[config.mk]
export PLATFORM = sky130hd
export DESIGN_NAME = score_display_ctrl_flat
export DESIGN_NICKNAME = d
export VERILOG_FILES = /design/src/rtl/score_display_ctrl_if.sv /design/src/rtl/score_display_ctrl.sv /design/src/flat_wrapper.sv
export SDC_FILE = /design/constraint.sdc
export NUM_CORES = 1
export LEC_CHECK = 0
export BUFFER_PORTS_ARGS = -buffer_cell sky130_fd_sc_hd__buf_2
export CAP_MARGIN = 20
export CORE_MARGIN = 10
export CORE_UTILIZATION = 25
export DETAILED_ROUTE_END_ITERATION = 7
export SLEW_MARGIN = 5
export SYNTH_ARGS = -nofsm -noshare
export SYNTH_HDL_FRONTEND = slang
export SYNTH_SLANG_ARGS = --single-unit
[constraint.sdc]
create_clock -name clk -period 2.5 [get_ports clk]
set_clock_uncertainty 0.2 [all_clocks]
set_input_delay 0.375 -clock clk [delete_from_list [all_inputs] [get_ports clk]]
set_output_delay 0.375 -clock clk [all_outputs]
set_load 0.02 [all_outputs]
[src/rtl/score_display_ctrl_if.sv]
// Score/display bundle between the score counter, this controller and the segment decoder.
// Latency: n/a (signal bundle only).
// Backpressure: none; score_load is a single-cycle request, busy/done report progress.
//   master: drives score/score_load, observes digit_bcd/an/busy/done
//   slave : the display controller
interface score_display_ctrl_if #(
  parameter int SCORE_W = 14
);
  logic [SCORE_W-1:0] score;      // binary score, sampled only with score_load
  logic               score_load; // single-cycle convert-and-display request
  logic [3:0]         digit_bcd;  // BCD nibble of the selected digit
  logic [3:0]         an;         // active-low digit select, an[0]=ones
  logic               busy;       // conversion in progress
  logic               done;       // one-cycle pulse when new digits become visible

  modport master (
    output score, score_load,
    input  digit_bcd, an, busy, done
  );

  modport slave (
    input  score, score_load,
    output digit_bcd, an, busy, done
  );
endinterface

[src/rtl/score_display_ctrl.sv]
// Binary score -> 4 BCD digits (sequential double-dabble) -> multiplexed common-anode display scan.
// Latency: display regs and done update SCORE_W+1 edges after the score_load edge; scan outputs registered.
// Backpressure: none; loads arriving while busy park in a one-deep pending slot (last value wins).
//   Ports: clk, rst (sync, active-high); bus (slave): score/score_load in,
//          digit_bcd/an/busy/done out.
module score_display_ctrl #(
  parameter int SCORE_W  = 14,
  parameter int SCAN_DIV = 50000
) (
  input  logic                 clk,
  input  logic                 rst,
  score_display_ctrl_if.slave  bus
);

  localparam int CNT_W = (SCORE_W > 1) ? $clog2(SCORE_W) : 1;
  localparam int PRE_W = $clog2(SCAN_DIV);
  localparam logic [CNT_W-1:0]   CNT_LAST  = CNT_W'(SCORE_W - 1);
  localparam logic [PRE_W-1:0]   PRE_LAST  = PRE_W'(SCAN_DIV - 1);
  localparam logic [SCORE_W-1:0] SCORE_MAX = SCORE_W'(9999);

  typedef enum logic [1:0] {
    S_IDLE,
    S_CONVERT,
    S_UPDATE
  } state_t;

  state_t             state_q, state_d;
  logic [SCORE_W-1:0] bin_q, bin_d;          // binary shift register
  logic [15:0]        bcd_q, bcd_d;          // BCD accumulator
  logic [CNT_W-1:0]   cnt_q, cnt_d;          // shifts done so far
  logic               pend_q, pend_d;
  logic [SCORE_W-1:0] pend_val_q, pend_val_d;
  logic [15:0]        disp_q, disp_d;        // D3..D0 as shown on the display
  logic               busy_q, busy_d;
  logic               done_q, done_d;

  logic [PRE_W-1:0]   presc_q, presc_d;
  logic [1:0]         idx_q, idx_d;
  logic [3:0]         digit_q, digit_d;
  logic [3:0]         an_q, an_d;

  logic [SCORE_W-1:0] score_clamped;
  logic [15:0]        bcd_adj;
  logic               blank;

  // Four BCD digits can only hold 9999, so larger scores saturate.
  always_comb begin
    score_clamped = bus.score;
    if (32'(bus.score) > 32'd9999) begin
      score_clamped = SCORE_MAX;
    end
  end

  // Shift-add-3 correction: any nibble >= 5 would overflow past 9 when doubled.
  always_comb begin
    bcd_adj = bcd_q;
    for (int i = 0; i < 4; i++) begin
      if (bcd_q[4*i +: 4] >= 4'd5) begin
        bcd_adj[4*i +: 4] = bcd_q[4*i +: 4] + 4'd3;
      end
    end
  end

  // Conversion FSM next-state logic.
  always_comb begin
    state_d    = state_q;
    bin_d      = bin_q;
    bcd_d      = bcd_q;
    cnt_d      = cnt_q;
    pend_d     = pend_q;
    pend_val_d = pend_val_q;
    disp_d     = disp_q;
    done_d     = 1'b0;

    case (state_q)
      S_IDLE: begin
        if (bus.score_load) begin
          bin_d   = score_clamped;
          bcd_d   = '0;
          cnt_d   = '0;
          state_d = S_CONVERT;
        end
      end

      S_CONVERT: begin
        // {bcd,bin} shifted left by one after the correction step.
        bcd_d = (bcd_adj << 1) | {15'd0, bin_q[SCORE_W-1]};
        bin_d = bin_q << 1;
        cnt_d = cnt_q + CNT_W'(1);
        if (cnt_q == CNT_LAST) begin
          state_d = S_UPDATE;
        end
        if (bus.score_load) begin
          pend_d     = 1'b1;
          pend_val_d = score_clamped;
        end
      end

      S_UPDATE: begin
        disp_d = bcd_q;
        done_d = 1'b1;
        if (pend_q) begin
          // Chain straight into the parked value; a load this cycle re-arms pending.
          bin_d   = pend_val_q;
          bcd_d   = '0;
          cnt_d   = '0;
          state_d = S_CONVERT;
          pend_d  = bus.score_load;
          if (bus.score_load) begin
            pend_val_d = score_clamped;
          end
        end else if (bus.score_load) begin
          // Load coinciding with UPDATE is treated as pending and consumed at once.
          bin_d   = score_clamped;
          bcd_d   = '0;
          cnt_d   = '0;
          state_d = S_CONVERT;
        end else begin
          state_d = S_IDLE;
        end
      end

      default: begin
        state_d = S_IDLE;
      end
    endcase

    busy_d = (state_d != S_IDLE);
  end

  // Display scan: free-running prescaler, index, and registered digit/anode drive.
  // Outputs are computed from next-cycle index and display so they track both.
  always_comb begin
    if (presc_q == PRE_LAST) begin
      presc_d = '0;
      idx_d   = idx_q + 2'd1;
    end else begin
      presc_d = presc_q + PRE_W'(1);
      idx_d   = idx_q;
    end

    // Leading-zero blanking: slot i is dark when Di..D3 are all zero; ones never blank.
    case (idx_d)
      2'd1:    blank = (disp_d[15:4]  == 12'd0);
      2'd2:    blank = (disp_d[15:8]  == 8'd0);
      2'd3:    blank = (disp_d[15:12] == 4'd0);
      default: blank = 1'b0;
    endcase

    if (blank) begin
      digit_d = 4'd0;
      an_d    = 4'b1111;
    end else begin
      digit_d = disp_d[{idx_d, 2'b00} +: 4];
      an_d    = ~(4'b0001 << idx_d);
    end
  end

  always_ff @(posedge clk) begin
    if (rst) begin
      state_q    <= S_IDLE;
      bin_q      <= '0;
      bcd_q      <= '0;
      cnt_q      <= '0;
      pend_q     <= 1'b0;
      pend_val_q <= '0;
      disp_q     <= '0;
      busy_q     <= 1'b0;
      done_q     <= 1'b0;
      presc_q    <= '0;
      idx_q      <= 2'd0;
      digit_q    <= 4'd0;
      an_q       <= 4'b1110;
    end else begin
      state_q    <= state_d;
      bin_q      <= bin_d;
      bcd_q      <= bcd_d;
      cnt_q      <= cnt_d;
      pend_q     <= pend_d;
      pend_val_q <= pend_val_d;
      disp_q     <= disp_d;
      busy_q     <= busy_d;
      done_q     <= done_d;
      presc_q    <= presc_d;
      idx_q      <= idx_d;
      digit_q    <= digit_d;
      an_q       <= an_d;
    end
  end

  assign bus.digit_bcd = digit_q;
  assign bus.an        = an_q;
  assign bus.busy      = busy_q;
  assign bus.done      = done_q;

endmodule

[src/flat_wrapper.sv]
// flat-port wrapper written by rule: the top's interface ports become plain ports
module score_display_ctrl_flat 
#(
  parameter int SCORE_W  = 14,
  parameter int SCAN_DIV = 50000
)
  (clk, rst, bus_score, bus_score_load, bus_digit_bcd, bus_an, bus_busy, bus_done);
  score_display_ctrl_if #(.SCORE_W(SCORE_W)) bus_i ();
  input  logic clk;
  input  logic rst;
  input wire logic [$bits(bus_i.score)-1:0] bus_score;
  input wire logic [$bits(bus_i.score_load)-1:0] bus_score_load;
  output wire logic [$bits(bus_i.digit_bcd)-1:0] bus_digit_bcd;
  output wire logic [$bits(bus_i.an)-1:0] bus_an;
  output wire logic [$bits(bus_i.busy)-1:0] bus_busy;
  output wire logic [$bits(bus_i.done)-1:0] bus_done;
  assign bus_i.score = bus_score;
  assign bus_i.score_load = bus_score_load;
  assign bus_digit_bcd = bus_i.digit_bcd;
  assign bus_an = bus_i.an;
  assign bus_busy = bus_i.busy;
  assign bus_done = bus_i.done;
  score_display_ctrl #(.SCORE_W(SCORE_W), .SCAN_DIV(SCAN_DIV)) u_core (.clk(clk), .rst(rst), .bus(bus_i));
endmodule
Word level (Yosys, flattened, before mapping):

Cells that the tools add are included.

* bits in registers: 95
* bits of input ports: 17

* add/sub/neg operators: 7
* equality and inequality tests: 9
* mux-type cells: 30
* shift-type cells: 2
* reductions and logical operators: 11
* order comparisons: 5
* bitwise logic cells: 2

Operators by type and width (number)
* 14-bit 2-to-1 mux: 5
* 16-bit 2-to-1 mux: 3
* 16-bit case mux with 3 select lines: 1
* 14-bit case mux with 3 select lines: 1
* 14-bit case mux with 2 select lines: 1
* 4-bit 2-to-1 mux: 5
* 16-bit by 1-bit adder with 16-bit output, second input constant: 1
* 16-bit == test, second input constant: 1
* 4-bit by 3-bit >= comparator with 1-bit output, second input constant: 4
* 16-bit by 1-bit OR with 16-bit output: 1
* 16-bit by 5-bit variable part select with 4-bit output: 1
* 14-bit greater-than comparator, second input constant: 1
* 4-bit by 2-bit adder with 4-bit output, second input constant: 3
* 12-bit logical NOT: 1
* 4-bit case mux with 3 select lines: 1
* 8-bit logical NOT: 1
* 2-bit 2-to-1 mux: 4
* 2-bit == test, second input constant: 3
* 2-bit case mux with 3 select lines: 1
* 1-bit 2-to-1 mux: 5
* 4-bit by 1-bit adder with 4-bit output, second input constant: 1
* 2-bit by 1-bit == test with 1-bit output, second input constant: 2
* 4-bit == test, second input constant: 1
* 4-bit logical NOT: 1
* 14 further kinds: 17

Logic depth before layout (Yosys ltp):

Gate-level depths: netlist of the first run.

* word-level depth: 5
* gate-level depth with buffers: 10
* mapped depth without buffers: 7

Worst setup path after synthesis of the first run:

No wires, ideal clock.

* path kind: reg-to-reg
* start: reg u_core.state_q[0]
* end: reg u_core.bin_q[5]
* data arrival time: 1.764 ns
* buffers on the path: 2
* clock period less this slack: 2.097 ns
* setup time: 0.132 ns
* setup slack: 0.403 ns
* data required time: 2.168 ns
* cell stages (with the launch flop): 9
* cell sequence: dfxtp_1 > inv_1 > ha_1 > nor2b_2 > and2_1 > buf_4 > buf_4 > a222oi_1 > a21oi_1

* longest elaborated chain between the ends: 2
* elaborated cells between the ends (all ways): 5
* those cells by class: eq/ne (2); mux (1); reduce/logical (2)

Ends and longest elaborated chain
* from (decl): line score_display_ctrl.sv:27 `state_t state_q, state_d;`
* from (signal assigned): line score_display_ctrl.sv:175 `state_q <= state_d;`
* 2-bit == test, or another cell as far along: line score_display_ctrl.sv:75 `case (state_q)`
* 14-bit case mux with 3 select lines or 3-bit nonzero test (tied branches)
* to (signal assigned): line score_display_ctrl.sv:176 `bin_q <= bin_d;`
* to (decl): line score_display_ctrl.sv:28 `logic [SCORE_W-1:0] bin_q, bin_d;`

Several ways; a longest one is shown, not always the timed one.
A chain may end at the register's enable or synchronous reset.

Worst setup path after layout of the first run:

* start: reg u_core.state_q[0]
* end: reg u_core.digit_q[0], in the netlist u_core.bus.digit_bcd[0]

* longest elaborated chain between the ends: 5
* elaborated cells between the ends (all ways): 8
* those cells by class: eq/ne (1); shift (1); mux (2); reduce/logical (4)

Ends and longest elaborated chain
* 2-bit == test (*): line score_display_ctrl.sv:75
* 16-bit 2-to-1 mux (*): line score_display_ctrl.sv:75
* 12-bit logical NOT, or another cell as far along: line score_display_ctrl.sv:144 `2'd1: blank = (disp_d[15:4] == 12'd0);`
* 1-bit case mux with 3 select lines: line score_display_ctrl.sv:143 `case (idx_d)`
* 2-bit OR reduction (no line)
* to (signal assigned): line score_display_ctrl.sv:186 `digit_q <= digit_d;`
* to (decl): line score_display_ctrl.sv:39 `logic [3:0] digit_q, digit_d;`

Mark *: on every way between the ends. The rest lies on a longest branch, timed or not.

==> results of run 1 <==
metrics by stage:
stage / setup slack (ns) / power (mW) / instance area (um^2) / utilization [%] / instances
finish: 0.2821 / 3.092 / 5394 / 28.74 / 777
global route: 0.1146 / 3.222 / 5394 / 28.74 / 777
CTS: 0.2868 / 3.143 / 5394 / 28.74 / 777
detailed placement: 0.3228 / 1.815 / 5114 / 27.25 / 761
global placement: 0.3261 / 1.815 / 5114 / 27.25 / 761
floorplan: 0.4033 / 1.754 / 4797 / - / 526
per-layer routing:
| layer | track usage (%) | share of wire, % | vias up | wire (um) |
|---|---|---|---|---|
| li1 | - | - | 1906 | - |
| met1 | 11.81 | 49 | 1746 | 5296 |
| met2 | 12.93 | 45 | 71 | 4850 |
| met3 | 2.455 | 4.7 | 12 | 506 |
| met4 | 3.573 | 1.3 | 2 | 137 |
| met5 | 0 | 0.12 | - | 13 |
layout make-up:
class | instances | area share [%]
well taps | 234 | 5.428
repair buffers | 36 | 3.804
flip-flops and latches | 95 | 35.26
inverters | 27 | 1.879
clock inverters | 7 | 1.021
clock buffers | 9 | 4.175
multi-input cells | 369 | 48.43
state kept, by name, summed over array words and instances, names as in the netlist, 2 cells and up:
signal                flops
u_core.presc_q           16
u_core.state_q            2
u_core.bus.an             4
u_core.disp_q            16
u_core.pend_val_q        14
u_core.bus.digit_bcd      4
u_core.bcd_q             16
u_core.bin_q             14
u_core.idx_q              2
u_core.cnt_q              4
cell families after synthesis:
logic type | after synthesis
AO/OA/AOI/OAI | 106
XOR/XNOR | 19
adder cells (fa/ha/maj) | 16
buffers and inverters | 62
flip-flops | 95
multiplexers | 41
AND/OR/NAND/NOR | 187
layout by cell type, fill, tap and decap left out, types with 3 or more instances in the layout:
master      n
a211oi_1    4
a21oi_1    25
a221oi_1    8
a222oi_1    8
a22oi_1     8
a31oi_1     3
and2_1      4
and3_1      3
buf_2      26
buf_4      10
clkbuf_16   9
dfxtp_1    95
ha_1       16
inv_1      27
inv_6       3
mux2i_1    29
mux4_2     12
nand2_1    29
nand2b_1   13
nand3_1    11
nand4_1     4
nor2_1     82
nor2b_1     6
nor3_1     15
nor4_1      5
o211ai_1    4
o21a_1      3
o21ai_0    15
o221ai_1    7
o22ai_1     5
o32ai_1     5
xnor2_1    12
xor2_1      7
worst register-to-register path, stage by stage, from the launching register on:
cell,delay (ns)
dfxtp_1,0.36
inv_1,0.09
ha_1,0.31
buf_4,0.44
mux4_2,0.39
mux2i_1,0.18
o22ai_1,0.12
where the power goes:
| group | internal [mW] | total, mW | leakage [nW] | switching [mW] |
|---|---|---|---|---|
| Combinational | 0.0770 | 0.205 | 1.04 | 0.128 |
| Sequential | 1.55 | 1.58 | 0.770 | 0.0263 |
| Clock | 0.685 | 1.31 | 0.133 | 0.626 |
worst min-delay path by stage:
stage / from / endpoint / slack [ns]
global route: bus_score[7] / u_core.bin_q[7] / 0.09
finish: bus_score[7] / u_core.bin_q[7] / 0.09
detailed placement: u_core.presc_q[0] / u_core.presc_q[0] / 0.26
floorplan: u_core.presc_q[0] / u_core.presc_q[0] / 0.23
CTS: bus_score[7] / u_core.bin_q[7] / 0.07
global placement: u_core.presc_q[0] / u_core.presc_q[0] / 0.24
==> flow_metrics.env, run 1 <==
export IMPL_status="finished clean"
export IMPL_hold_ws_ns=0.08595
export IMPL_fmax_mhz=450.9
export IMPL_max_stage_delay_ns=0.44
export IMPL_worst_r2r_endpoint="u_core.bus.digit_bcd[0]"
export IMPL_synthTopCellsByCount="dfxtp_1 (95), nor2_1 (82), mux2i_1 (29), nand2_1 (29), inv_1 (27)"
export IMPL_grt_pass1_wl_um=17750
export IMPL_row_count=50
export IMPL_cts_max_path_buffers=2
export IMPL_hold_path_class="input port to register"
export IMPL_worst_r2r_cell_count=6
export IMPL_synth_top_cell_area_share_pct=39.65
export IMPL_place_port_buffers=26
export IMPL_synth_area_leaders="dfxtp_1 (40%), nor2_1 (6.4%), mux2i_1 (6.1%)"
export IMPL_first_pass_iters=5
export IMPL_finalSetupViolations=0
export IMPL_die_y_um=158.5
export IMPL_drt_total_wl_um=10800
export IMPL_worstSetupPathDepth=6
export IMPL_path_class="register to register"
export IMPL_startpoint="u_core.state_q[0]"
export IMPL_cts_hold_buffers_added=0
export IMPL_netlist_instances=526
export IMPL_yosys_mux_area_fraction_pct=11.68
export IMPL_coreArea_mm2=0.01877
export IMPL_cts_buffers=9
export IMPL_cts_tree="done"
export IMPL_critical_path_cell_chain="inv_1 > ha_1 > buf_4 > mux4_2 > mux2i_1 > o22ai_1"
export IMPL_critPathCaptureType="register"
export IMPL_postCtsSetupBuffers=0
export IMPL_place_gp_congestion=0.7797
export IMPL_clk_pin_slew_ns=0.07
export IMPL_worstMarginPinSlew_ns=0.8664
export IMPL_drv_cap=0
export IMPL_crit_path_start_kind="register"
export IMPL_synthAdderAreaFrac_pct=4.173
export IMPL_drtIter0Drc=236
export IMPL_nFillCells=2005
export IMPL_diodes=0
export IMPL_grt_max_degree=35
export IMPL_cp_max_fo=30
export IMPL_initial_utilization_pct=25.56
export IMPL_yosysSeqAreaShare_pct=39.65
export IMPL_cp_arrival_ns=2.24
export IMPL_r2r_start="u_core.state_q[0]"
export IMPL_multi_input_area_mm2=0.002613
export IMPL_cpMaxStageDelayCell="buf_4"
export IMPL_cts_sinks=95
export IMPL_antenna_found_initial=2
export IMPL_hold_violations=0
export IMPL_grt_pass1_vias=3387
export IMPL_synth_flop_cell="dfxtp_1"
export IMPL_finalCriticalPeriod_ns=2.218
export IMPL_pin_count=27
export IMPL_fin_tns_setup_ns=0
export IMPL_layout_drive_gt1_share_pct=14.36
export IMPL_slew_viol_final=0
export IMPL_clock_root_buffer="clkbuf_16"
export IMPL_regArea_mm2=0.001902
export IMPL_cts_resized=0
export IMPL_grt_usage_pct=8.788
export IMPL_avgSynthCellArea_um2=9.120
export IMPL_die_x_um=158.5
export IMPL_hpwl_um=7714
export IMPL_yosys_area_share_simple_pct=19.25
export IMPL_synth_edf_count=0
export IMPL_post_route_drc_count=0
export IMPL_synth_area_mm2=0.004797
export IMPL_cp_top_family="multiplexers"
export IMPL_rsz0062_at_grt="false"
export IMPL_syn_nets=559
export IMPL_wl_per_cell_um=13.90
export IMPL_critPathRequiredTime_ns=2.52
export IMPL_num_vias=3737
export IMPL_p_per_area_mw_per_mm2=573.2
export IMPL_synth_area_leader_cell="dfxtp_1"
export IMPL_synth_compound_area_share_pct=15.88
export IMPL_min_path_cells=3
export IMPL_synth_top_family_by_area="simple AND/OR/NAND/NOR gates"
export IMPL_vdd_drop_max_v=0.0003021
export IMPL_postRouteAntennaNets=0
export IMPL_r2r_slack_ns=0.28
export IMPL_via_per_inst=4.810
export IMPL_clk_latency_ns=0.35
export IMPL_area_delta_synth_final_pct=12.44
export IMPL_grt_overflow_total=0
export IMPL_critPathCapture="u_core.bus.digit_bcd[0]"
export IMPL_synth_seq_cells=95
export IMPL_synth_xor_area_share_pct=3.469
export IMPL_nets=571
export IMPL_synth_most_common_cell="dfxtp_1"
export IMPL_min_period_over_period_pct=88.72
export IMPL_critPathBufInv=2
export IMPL_cts_htree_levels=3
export IMPL_slew_headroom_pct=42.16
export IMPL_leakagePower_nw=1.946
export IMPL_yosys_warnings=0
export IMPL_async_reset_ff_share_pct=0
export IMPL_ys_types=53
export IMPL_die_area_mm2=0.02513
Power figures use the tool's default switching activity.
==> run 2: changes to the inputs <==
CTS_BUF_LIST = sky130_fd_sc_hd__clkbuf_8   (was default)
==> run 2 against run 1 <==
Combinational power about the same. Sequential share of layout area up 0.68 points. Global-route usage down 0.15 points. Flip-flop and latch count unchanged. Hold slack worse by 0.032 ns. Via count about the same. First-iteration DRC count up 3.0%. Largest power group unchanged.
==> flow_metrics.env, run 2 (same netlist as run 1, synthesis figures left out) <==
export IMPL_crit_path_start_kind="register"
export IMPL_leakagePower_nw=1.900
export IMPL_cts_sinks=95
export IMPL_comb_power_share_pct=7.5
export IMPL_fmax_mhz=450.7
export IMPL_p_int_mw=1.997
export IMPL_hold_path_class="input port to register"
export IMPL_cts_htree_levels=3
export IMPL_cp_max_fo=30
export IMPL_hpwl_um=7714
export IMPL_place_gp_congestion=0.7797
export IMPL_p_per_area_mw_per_mm2=515.1
export IMPL_worstMarginPinSlew_ns=0.8500
export IMPL_row_count=50
export IMPL_min_path_cells=3
export IMPL_initial_utilization_pct=25.56
export IMPL_grt_pass1_vias=3379
export IMPL_drt_total_wl_um=10650
export IMPL_max_stage_delay_ns=0.44
export IMPL_first_pass_iters=6
export IMPL_top_regs="u_core.bcd_q x16, u_core.disp_q x16, u_core.presc_q x16"
export IMPL_worst_r2r_cell_count=6
export IMPL_critPathCaptureType="register"
export IMPL_swShare_pct=26.74
export IMPL_cts_buffers=9
export IMPL_finalSetupViolations=0
export IMPL_min_period_over_period_pct=88.76
export IMPL_fin_cells=777
export IMPL_wl_per_cell_um=13.70
export IMPL_critPathRequiredTime_ns=2.55
export IMPL_finalCriticalPeriod_ns=2.219
export IMPL_rsz0062_at_grt="false"
export IMPL_drtIter0Drc=243
export IMPL_p_sw_uw=729.0
export IMPL_postCtsSetupBuffers=0
export IMPL_place_ws_ns=0.3228
export IMPL_die_area_mm2=0.02513
export IMPL_grt_max_degree=35
export IMPL_slew_headroom_pct=43.25
export IMPL_dp_cells=761
export IMPL_grt_pass1_wl_um=17600
export IMPL_area_delta_synth_final_pct=10.33
export IMPL_hold_violations=0
export IMPL_slew_viol_final=0
export IMPL_critical_path_cell_chain="inv_1 > ha_1 > buf_4 > mux4_2 > mux2i_1 > o22ai_1"
export IMPL_vdd_drop_max_v=0.0001846
export IMPL_fin_area_mm2=0.005293
export IMPL_pin_count=27
export IMPL_place_port_buffers=26
export IMPL_grt_usage_pct=8.635
export IMPL_p_clk_share_pct=34.8
export IMPL_layout_drive_gt1_share_pct=14.36
export IMPL_num_vias=3740
export IMPL_post_route_drc_count=0
export IMPL_coreArea_mm2=0.01877
export IMPL_nets=571
export IMPL_die_x_um=158.5
export IMPL_fin_tns_setup_ns=0
export IMPL_cpMaxStageDelayCell="buf_4"
export IMPL_cts_tree="done"
export IMPL_clock_root_buffer="clkbuf_8"
export IMPL_clk_latency_ns=0.37
export IMPL_power_frac_seq_pct=57.7
export IMPL_dpl_instance_area_mm2=0.005114
export IMPL_cts_max_path_buffers=2
export IMPL_layout_common_cells="dfxtp_1 (95), nor2_1 (82), nand2_1 (29), mux2i_1 (29), inv_1 (27)"
export IMPL_layout_commonest_cell="dfxtp_1"
export IMPL_cp_arrival_ns=2.27
export IMPL_grt_overflow_total=0
export IMPL_via_per_inst=4.813
export IMPL_cts_resized=0
export IMPL_antenna_found_initial=2
export IMPL_die_y_um=158.5
export IMPL_postRouteAntennaNets=0
export IMPL_fin_ws_ns=0.2811
export IMPL_diodes=0
export IMPL_drv_cap=0
export IMPL_clk_pin_slew_ns=0.10
export IMPL_fin_util_pct=28.20
export IMPL_cts_hold_buffers_added=0
export IMPL_status="finished clean"
export IMPL_path_class="register to register"
==> run 2: cell counts in the layout (fill, tap and decap cells not counted) <==
Identical to the previous run, type by type.
==> run 2: power groups by stage <==
| stage | Combinational (mW) | Sequential [mW] | Clock [mW] |
|---|---|---|---|
| after floorplan | 0.151 | 1.60 | 0 |
| after global placement | 0.205 | 1.61 | 0 |
| after detailed placement | 0.205 | 1.61 | 0 |
| after CTS | 0.207 | 1.57 | 0.998 |
| after global routing | 0.230 | 1.58 | 1.05 |
| final | 0.204 | 1.57 | 0.947 |
==> run 2: final timing paths <==
path / startpoint / end / slack, ns
worst min-delay path: bus_score[7] / u_core.bin_q[7] / 0.05
worst max register to register: u_core.state_q[0] / u_core.bus.digit_bcd[0] / 0.28
worst max-delay path: u_core.state_q[0] / u_core.bus.digit_bcd[0] / 0.28
worst min register to register: u_core.presc_q[0] / u_core.presc_q[0] / 0.28
==> run 2: cell type report <==
type / count / area [um^2]
clock buffer: 9 / 123.9
clock inverter: 7 / 55.05
fill: 2016 / 13480
inverter: 27 / 101.3
multi-input combinational: 369 / 2613
sequential: 95 / 1902
tap: 234 / 292.8
timing repair buffer: 36 / 205.2
==> run 2: metrics by stage <==
stage	total power, mW	hold WS [ns]
floorplan	1.754	0.2295
global placement	1.815	0.2435
detailed placement	1.815	0.2589
CTS	2.779	0.03065
global route	2.857	0.04468
finish	2.726	0.05368
==> run 2: metal layers <==
metal | part of all wire, % | wire length, um | global-route usage [%]
met5 | 0.12 | 13 | 0
met4 | 1.4 | 154 | 3.308
met3 | 4.6 | 491 | 2.132
met2 | 44 | 4735 | 12.75
met1 | 49 | 5253 | 11.81
==> run 2: critical path: cells and delay by family, from the launching register on <==
kind	cells	cell delay, ns
flip-flops	1	0.37
buffers and inverters	2	0.53
multiplexers	2	0.56
adder cells (fa/ha/maj)	1	0.31
AO/OA/AOI/OAI	1	0.11
==> run 3: changes to the inputs <==
GPL_TIMING_DRIVEN = 0   (was default)
==> run 3 against run 2 <==
Fmax down 2.7%. Count of clock-buffer cells in the layout unchanged. Critical path depth rose by 2. Global-route usage increased by 1.1 points. Hold slack about the same. Combinational power rose by 9%. Design area grew 2.6%. Sequential share of layout area fell by 0.92 points. Critical endpoint is now u_core.bin_q[4]. Largest power group unchanged.
==> flow_metrics.env, run 3 (same netlist as run 1, synthesis figures left out) <==
export IMPL_path_class="register to register"
export IMPL_drv_cap=0
export IMPL_cp_common_cell="buf_4"
export IMPL_drtIter0Drc=254
export IMPL_first_pass_iters=5
export IMPL_cts_sinks=95
export IMPL_cts_htree_levels=3
export IMPL_diodes=0
export IMPL_die_x_um=158.5
export IMPL_area_delta_synth_final_pct=13.22
export IMPL_cpMaxStageDelayCell="dfxtp_1"
export IMPL_cp_arrival_ns=2.33
export IMPL_grt_max_degree=17
export IMPL_postRouteAntennaNets=0
export IMPL_fin_tns_setup_ns=0
export IMPL_cp_top_family="buffers and inverters"
export IMPL_postCtsSetupBuffers=0
export IMPL_regArea_mm2=0.001902
export IMPL_place_port_buffers=24
export IMPL_grt_usage_pct=9.742
export IMPL_critPathRequiredTime_ns=2.55
export IMPL_leakagePower_nw=1.987
export IMPL_grt_overflow_total=0
export IMPL_hold_violations=0
export IMPL_cts_tree="done"
export IMPL_critPathCaptureType="register"
export IMPL_critical_path_cell_chain="inv_1 > ha_2 > nor2b_2 > and2_1 > buf_4 > buf_4 > a222oi_1 > a21oi_1"
export IMPL_post_route_drc_count=0
export IMPL_nets=594
export IMPL_via_per_inst=4.837
export IMPL_grt_pass1_wl_um=19400
export IMPL_antenna_found_initial=1
export IMPL_top_regs="u_core.bcd_q x16, u_core.disp_q x16, u_core.presc_q x16"
export IMPL_slew_headroom_pct=53.21
export IMPL_crit_path_start_kind="register"
export IMPL_multi_input_area_mm2=0.002615
export IMPL_cts_max_path_buffers=2
export IMPL_hpwl_um=8592
export IMPL_grt_pass1_vias=3594
export IMPL_cts_buffers=9
export IMPL_critPathBufInv=3
export IMPL_fin_util_pct=28.94
export IMPL_coreArea_mm2=0.01877
export IMPL_place_gp_congestion=0.8091
export IMPL_num_vias=3865
export IMPL_clk_pin_slew_ns=0.10
export IMPL_hold_path_class="input port to register"
export IMPL_die_area_mm2=0.02513
export IMPL_max_stage_delay_ns=0.42
export IMPL_nFillCells=2000
export IMPL_die_y_um=158.5
export IMPL_pin_count=27
export IMPL_layout_drive_gt1_share_pct=15.40
export IMPL_finalCriticalPeriod_ns=2.280
export IMPL_finalSetupViolations=0
export IMPL_slew_viol_final=0
export IMPL_clock_root_buffer="clkbuf_8"
export IMPL_layout_commonest_cell="dfxtp_1"
export IMPL_drt_total_wl_um=11750
export IMPL_r2r_start="u_core.state_q[0]"
export IMPL_fmax_mhz=438.7
export IMPL_min_period_over_period_pct=91.18
export IMPL_clk_latency_ns=0.38
export IMPL_cp_max_fo=10
export IMPL_layout_common_cells="dfxtp_1 (95), nor2_1 (82), buf_2 (37), nand2_1 (29), mux2i_1 (29)"
export IMPL_rsz0062_at_grt="false"
export IMPL_status="finished clean"
export IMPL_row_count=50
export IMPL_startpoint="u_core.state_q[0]"
export IMPL_worstMarginPinSlew_ns=0.7018
export IMPL_min_from="bus_score[5]"
export IMPL_vdd_drop_max_v=0.0001931
export IMPL_wl_per_cell_um=14.71
export IMPL_p_per_area_mw_per_mm2=540.9
export IMPL_initial_utilization_pct=25.56
export IMPL_cts_hold_buffers_added=0
[run 3: tightest hold or removal path, cell delays in order]
cell     delay (ns)
buf_2          0.11
nand2_1        0.05
a21oi_1        0.05
[run 3: report_power, final]
group          total (mW)  switching, mW  internal, mW
clock                1.14          0.573         0.567
sequential           1.57         0.0261          1.55
combinational       0.223          0.141        0.0819
[run 3: metal layers]
layer | routed length (um) | vias up | global-route usage (%)
li1 | - | 1953 | -
met1 | 5798 | 1805 | 13.29
met2 | 5157 | 90 | 14.39
met3 | 549 | 17 | 2.428
met4 | 245 | 0 | 3.749
met5 | 0 | - | 0
[run 3: per-stage QoR]
step	instances	setup WS, ns	instance area [um^2]	hold slack, ns	power [mW]
after global routing	799	0.03229	5431	0.05495	3.052
after CTS	799	0.1391	5429	0.03219	2.973
after floorplan	526	0.4033	4797	0.2295	1.754
final	799	0.2205	5431	0.05345	2.938
after global placement	784	0.04322	5210	0.2436	1.831
after detailed placement	784	0.06838	5210	0.2480	1.831
[run 3: worst paths after layout]
path,endpoint,slack (ns),cells past startpoint
worst min register to register,u_core.presc_q[0],0.27,1
worst min-delay path,u_core.bin_q[5],0.05,3
worst max-delay path,u_core.bin_q[4],0.22,8
worst max register to register,u_core.bin_q[4],0.22,8
[run 3: area by class of cell]
class	count	area share, %
plain buffers	35	3.340
inverters	27	1.866
multi-input cells	369	48.15
flip-flops and latches	95	35.01
well taps	234	5.390
clock buffers	9	2.281
repair buffers	24	2.211
clock inverters	6	1.751
[run 3: what timing repair did]
item,CTS,global route
hold endpoints to repair,0,0
resized for setup,0,1
setup endpoints to repair,0,3
